$ cat src/rtl/motor_pwm_ctrl.sv
`default_nettype none
// +----------------------------------------------------------------------------+
// | motor_pwm_ctrl: N-channel H-bridge PWM controller with slew-limited duty, |
// | reversal dead-time and latched overcurrent shutdown.   Rev 1.0            |
// +----------------------------------------------------------------------------+
module motor_pwm_ctrl #(
  parameter int NUM_CH       = 2,
  parameter int CNT_W        = 12,
  parameter int PERIOD       = 2500,
  parameter int RAMP_STEP    = 125,
  parameter int DEAD_PERIODS = 2,
  parameter int OC_W         = 21,
  parameter int OC_LIMIT     = 2499
) (
  input  logic                    clk,
  input  logic                    rst_n,
  input  logic [NUM_CH*CNT_W-1:0] duty_cmd,
  input  logic [NUM_CH-1:0]       dir_cmd,
  input  logic [NUM_CH-1:0]       oc_sense,
  input  logic [NUM_CH-1:0]       fault_clr,
  output logic [NUM_CH-1:0]       pwm_out,
  output logic [NUM_CH-1:0]       in1,
  output logic [NUM_CH-1:0]       in2,
  output logic [NUM_CH-1:0]       fault,
  output logic                    period_tick
);

  localparam int DW = $clog2(DEAD_PERIODS + 2);

  localparam logic [1:0] C_ST_RUN   = 2'd0;
  localparam logic [1:0] C_ST_RDN   = 2'd1;
  localparam logic [1:0] C_ST_DEAD  = 2'd2;
  localparam logic [1:0] C_ST_FAULT = 2'd3;

  localparam logic [CNT_W-1:0] C_PERIOD = CNT_W'(PERIOD);
  localparam logic [CNT_W-1:0] C_LAST   = CNT_W'(PERIOD - 1);
  localparam logic [CNT_W-1:0] C_STEP   = CNT_W'(RAMP_STEP);
  localparam logic [CNT_W-1:0] C_ONE    = CNT_W'(1);
  localparam logic [DW-1:0]    C_DEAD   = DW'(DEAD_PERIODS);
  localparam logic [DW-1:0]    C_D_ONE  = DW'(1);
  localparam logic [OC_W-1:0]  C_OCLIM  = OC_W'(OC_LIMIT);
  localparam logic [OC_W-1:0]  C_OC_ONE = OC_W'(1);

  logic [CNT_W-1:0] cnt_q, cnt_d;
  logic             tick_q;

  always_comb begin
    cnt_d = (cnt_q == C_LAST) ? '0 : cnt_q + C_ONE;
  end

  // tick is registered from the next count so it coincides with cnt == PERIOD-1
  always_ff @(posedge clk or negedge rst_n) begin
    if (!rst_n) begin
      cnt_q  <= '0;
      tick_q <= 1'b0;
    end else begin
      cnt_q  <= cnt_d;
      tick_q <= (cnt_d == C_LAST);
    end
  end

  assign period_tick = tick_q;

  for (genvar k = 0; k < NUM_CH; k++) begin : g_ch
    logic [CNT_W-1:0] w_cmd, w_clamped, w_tgt, w_ramped;
    logic [CNT_W-1:0] applied_q, applied_d;
    logic [1:0]       state_q, state_d;
    logic             cur_dir_q, cur_dir_d;
    logic [DW-1:0]    dead_q, dead_d;
    logic [OC_W-1:0]  oc_cnt_q, oc_cnt_d;
    logic             sync1_q, sync2_q;
    logic             pwm_q, in1_q, in2_q, fault_q;
    logic             w_drive;

    assign w_cmd     = duty_cmd[k*CNT_W +: CNT_W];
    assign w_clamped = (w_cmd > C_PERIOD) ? C_PERIOD : w_cmd;
    assign w_tgt     = (state_q == C_ST_RUN) ? w_clamped : '0;

    always_comb begin
      if (applied_q < w_tgt)
        w_ramped = ((w_tgt - applied_q) > C_STEP) ? applied_q + C_STEP : w_tgt;
      else
        w_ramped = ((applied_q - w_tgt) > C_STEP) ? applied_q - C_STEP : w_tgt;
    end

    always_comb begin
      if (!sync2_q)
        oc_cnt_d = '0;
      else if (oc_cnt_q == C_OCLIM)
        oc_cnt_d = oc_cnt_q;
      else
        oc_cnt_d = oc_cnt_q + C_OC_ONE;
    end

    always_comb begin
      state_d   = state_q;
      cur_dir_d = cur_dir_q;
      dead_d    = dead_q;
      applied_d = tick_q ? w_ramped : applied_q;
      case (state_q)
        C_ST_RUN: begin
          if (dir_cmd[k] != cur_dir_q) state_d = C_ST_RDN;
        end
        C_ST_RDN: begin
          if (dir_cmd[k] == cur_dir_q) begin
            state_d = C_ST_RUN;
          end else if (tick_q && (applied_q == '0)) begin
            state_d = C_ST_DEAD;
            dead_d  = C_DEAD;
          end
        end
        C_ST_DEAD: begin
          applied_d = '0;
          if (tick_q) begin
            if (dead_q <= C_D_ONE) begin
              state_d   = C_ST_RUN;
              cur_dir_d = dir_cmd[k];
              dead_d    = '0;
            end else begin
              dead_d = dead_q - C_D_ONE;
            end
          end
        end
        C_ST_FAULT: begin
          applied_d = '0;
          if (fault_clr[k] && !sync2_q && (oc_cnt_q == '0)) begin
            state_d = C_ST_DEAD;
            dead_d  = C_DEAD;
          end
        end
        default: state_d = C_ST_DEAD;
      endcase
      if (oc_cnt_q == C_OCLIM) begin
        state_d   = C_ST_FAULT;
        applied_d = '0;
      end
    end

    // The bridge keeps switching while ramping down; only DEAD and FAULT silence it.
    assign w_drive = (state_d == C_ST_RUN) || (state_d == C_ST_RDN);

    always_ff @(posedge clk or negedge rst_n) begin
      if (!rst_n) begin
        sync1_q   <= 1'b0;
        sync2_q   <= 1'b0;
        oc_cnt_q  <= '0;
        applied_q <= '0;
        state_q   <= C_ST_DEAD;
        cur_dir_q <= 1'b1;
        dead_q    <= C_DEAD;
        pwm_q     <= 1'b0;
        in1_q     <= 1'b0;
        in2_q     <= 1'b0;
        fault_q   <= 1'b0;
      end else begin
        sync1_q   <= oc_sense[k];
        sync2_q   <= sync1_q;
        oc_cnt_q  <= oc_cnt_d;
        applied_q <= applied_d;
        state_q   <= state_d;
        cur_dir_q <= cur_dir_d;
        dead_q    <= dead_d;
        pwm_q     <= w_drive && (cnt_d < applied_d);
        in1_q     <= w_drive && cur_dir_d;
        in2_q     <= w_drive && !cur_dir_d;
        fault_q   <= (state_d == C_ST_FAULT);
      end
    end

    assign pwm_out[k] = pwm_q;
    assign in1[k]     = in1_q;
    assign in2[k]     = in2_q;
    assign fault[k]   = fault_q;
  end

endmodule
`default_nettype wire

$ cat config.mk
export PLATFORM = sky130hd
export DESIGN_NAME = motor_pwm_ctrl
export DESIGN_NICKNAME = d
export VERILOG_FILES = /design/src/rtl/motor_pwm_ctrl.sv
export SDC_FILE = /design/constraint.sdc
export NUM_CORES = 1
export LEC_CHECK = 0
export BUFFER_PORTS_ARGS = -buffer_cell sky130_fd_sc_hd__clkbuf_2
export CAP_MARGIN = 5
export CORE_UTILIZATION = 35
export DETAILED_ROUTE_END_ITERATION = 6
export GPL_ROUTABILITY_DRIVEN = 1
export PLACE_DENSITY = 0.51
export RECOVER_POWER = 50
export SLEW_MARGIN = 20
export SYNTH_ARGS = -nofsm -noshare
export SYNTH_HDL_FRONTEND = slang
export SYNTH_SLANG_ARGS = --single-unit
$ cat constraint.sdc
create_clock -name clk -period 5.4 [get_ports clk]
set_input_delay 1.08 -clock clk [delete_from_list [all_inputs] [get_ports clk]]
set_output_delay 1.08 -clock clk [all_outputs]
set_load 0.01 [all_outputs]
==> out/qor.txt <==
WS Path Type: in -> reg
Worst EP arrival: 6.20 ns
RSZ-0062 raised after global routing: true
Critical Path Fanout Max: 4
Core ar.: 26950 um^2
Final setup fails: 2
Tmin final: 5.932 ns
Via/cell ratio: 5.414
Slew Viols, Final: 54
PwrDens: 168.0 nW/um^2
FMAX: 0.1686 GHz
Finished Cell Area: 12660 um^2
Sw Share: 0.3070
GPL Wtd Cong: 0.8987
Post-synthesis compound-gate area fraction: 0.2433
Ys async rst share: 1.000
FP Rows: 60
Area of the multi-input gates: 7114 um^2
Status: complete, but fails checks
Initial Utilization: 0.3576
Total gr overflow: 0
Clock Power Share: 0.321
Syn Std Cell Area: 9638 um^2
Drt wl/cell: 16.40 um
Final Hold Vio Count: 0
Failing checks: max-capacitance violations, max-slew violations, negative setup slack
Total GRT Usage: 0.2079
Sequential element share of the synthesized area: 0.2630
Period utilisation layout: 1.099
Placed cell area: 11870 um^2
Largest family of logic cells by synthesized area: simple AND/OR/NAND/NOR gates
Global-route wire length before repair: 47450 um
CTS buffer count: 9
CTS clk-pin slew, worst paths: 0.07 ns
Place WS: -1.104 ns
Main synth FF type: dfrtp_1
Post-synthesis adder-cell area fraction: 0.1002
#FFs+latches synth: 101
Number of global-route vias before repair: 9291
Longest Clk Path Bufs: 2
Post-Synthesis Net Count: 1291
Post-DRT Antenna Nets: 0
Worst Tran Pin Value: 2.962 ns
CTS tree: done
YS warnings: 0
Post-DP HPWL: 22970 um
Skew final: 0.01048 ns
Drt first-iter violations: 728
Fraction of the mapped netlist area in simple logic gates: 0.2448
Final WS setup: -0.5319 ns
Die width: 167.9 um
Filler instances: 2681
Htree depth: 3
Sequential fraction of design power: 0.376
Initial antenna violation count: 0
Area grow syn2layout: 31.36%
Max Cap Viol: 1
Pin count of the biggest net entering global routing: 54
Leak Pwr: 5.595 nW
Port Buffer Count: 40
Relative slew slack: -0.9746
Mean post-synth cell area: 8.147 um^2
Syn Inst Count: 1183
Clock sinks: 101
I/O Pins: 41
Nets: 1532
Routed WL: 29030 um
Synth unique cells: 84
Sw Pwr: 0.6529 mW
Critical path endpoint category: flip-flop
Comb pwr share: 0.303
Vias: 9583
Xor/xnor share of the synthesized area: 0.08179
Mux cell area share after synthesis: 0.01779
First-pass DRT Iterations: 7
DRC violation count after routing: 0
Hold crit path type: reg -> reg
Critical path startpoint category: input pin
Worst-Skew Late Latency: 0.35 ns
Diodes inserted: 0
Chip Height: 167.9 um
Number of synthesized flops with an enable pin: 0
Pint: 1.474 mW
Die area: 28210 um^2
FF+latch area: 2536 um^2
Peak VDD IR: 0.1493 mV
Layout cells sized above 1: 0.2904
Critical path required time: 5.67 ns
CTS root buf: clkbuf_16
## cell families after synthesis
group / after synthesis
compound gates: 329
xor+xnor: 90
fa+ha+maj: 76
buf+inv: 115
flops: 101
mux: 16
simple gates: 456
## synthesized netlist by cell type (8+ instances only)
cell type,count,area share
a21o_1,15,0.012
mux2i_1,10,0.010
dfrtp_1,95,0.25
nor4_1,15,0.0097
nand2b_1,14,0.0091
and3_1,20,0.013
o21ai_0,69,0.036
inv_1,58,0.023
clkbuf_1,41,0.016
or2_2,10,0.0065
a211oi_1,24,0.019
xor2_1,19,0.017
ha_1,74,0.096
a21oi_1,57,0.030
o21a_1,11,0.0086
a221oi_1,12,0.011
nand2_1,98,0.038
or3_1,12,0.0078
nand3_1,47,0.024
xnor2_1,71,0.065
nand4_1,20,0.013
nor2_1,88,0.034
buf_4,9,0.0070
o31ai_1,10,0.0078
nor3_1,33,0.017
a31oi_1,23,0.015
nor2b_1,25,0.016
o211ai_1,12,0.0093
a211o_1,10,0.0091
a21boi_0,8,0.0062
and2_1,43,0.028
## critical path, cell delays in order
cell       delay (ns)
clkbuf_2         0.13
nor2_1           0.06
o31ai_2          0.26
a211o_1          0.28
inv_1            0.11
fa_2             0.40
and2_4           0.18
o21a_1           0.17
a211oi_2         0.22
a2111oi_2        0.07
buf_4            0.14
nor4bb_2         0.17
nor4_2           0.31
nand4_1          0.13
o31a_1           0.16
or2_1            0.23
a211o_1          0.33
ha_4             0.22
a21o_1           0.14
a21o_1           0.16
a21o_1           0.16
a21o_1           0.17
a21oi_1          0.12
nor2b_1          0.06
o21ai_1          0.11
nand2_1          0.07
or4_1            0.41
o21ai_1          0.13
## metal layers
| layer | GRT usage | part of all wire |
|---|---|---|
| met2 | 0.3306 | 0.45 |
| met3 | 0.01975 | 0.027 |
| met1 | 0.3014 | 0.51 |
| met5 | 0 | 0 |
| met4 | 0.05106 | 0.015 |
## final cells by class
class | instances | share of cell area
repair buffers | 287 | 0.1623
multi-input cells | 967 | 0.5619
inverters | 58 | 0.01720
clock inverters | 4 | 0.004348
flip-flops and latches | 101 | 0.2003
well taps | 341 | 0.03370
clock buffers | 12 | 0.02026
## state kept, by name, summed over array words and instances, names as in the netlist
name / flops
g_ch.in1_q: 2
g_ch.oc_cnt_q: 42
g_ch.dead_q: 4
period_tick: 1
cnt_q: 12
g_ch.sync1_q: 2
g_ch.pwm_q: 2
g_ch.sync2_q: 2
g_ch.fault_q: 2
g_ch.applied_q: 24
g_ch.in2_q: 2
g_ch.state_q: 4
g_ch.cur_dir_q: 2
## power by group through the flow
stage	Sequential (mW)	Combinational, mW	Clock (mW)
after CTS	0.799	0.628	0.702
after floorplan	0.807	0.335	0
after global placement	0.813	0.610	0
after global routing	0.803	0.711	0.736
after detailed placement	0.814	0.611	0
final	0.799	0.645	0.682
## layout by cell type, fill, tap and decap left out, types with 23 or more instances in the layout
master	instances
buf_4	244
dfrtp_1	94
nand2_1	92
nor2_1	83
xnor2_1	71
ha_1	61
o21ai_0	58
inv_1	54
a21oi_1	48
nand3_1	47
nor3_1	32
clkbuf_2	28
nor2b_1	24
and2_1	23
## stage by stage
stage                     hold WS (ns)  TNS, ns  std cells  utilization  total power, mW
after floorplan                 0.3312  -0.8257       1183            -            1.142
after global placement          0.3319   -1.875       1744       0.4403            1.423
after detailed placement        0.3362   -1.884       1744       0.4403            1.425
after CTS                       0.3512  -0.7565       1765       0.4605            2.130
after global routing            0.3696   -1.254       1770       0.4698            2.249
final                           0.3496  -0.6413       1770       0.4698            2.127
## what timing repair did
action | in CTS | in global routing
buffers inserted | 5 | 5
hold buffers | 0 | 0
setup endpoints to repair | 2 | 2
pin swaps | 18 | 20
resized for setup | 40 | 49
gates cloned | 0 | 0
## final timing paths
path | slack (ns) | from | cells past startpoint | endpoint
max in group asynchronous | 1.81 | rst_n | 2 | period_tick
setup reg to reg | 0 | g_ch[1].state_q[1] | 27 | g_ch[1].pwm_q
setup / recovery | -0.53 | duty_cmd[15] | 28 | g_ch[1].pwm_q
hold reg to reg | 0.35 | g_ch[1].sync1_q | 0 | g_ch[1].sync2_q
hold / removal | 0.35 | g_ch[1].sync1_q | 0 | g_ch[1].sync2_q
min in group asynchronous | 1.68 | rst_n | 1 | g_ch[0].oc_cnt_q[15]
Note: power is estimated with default switching activity, not from simulation.
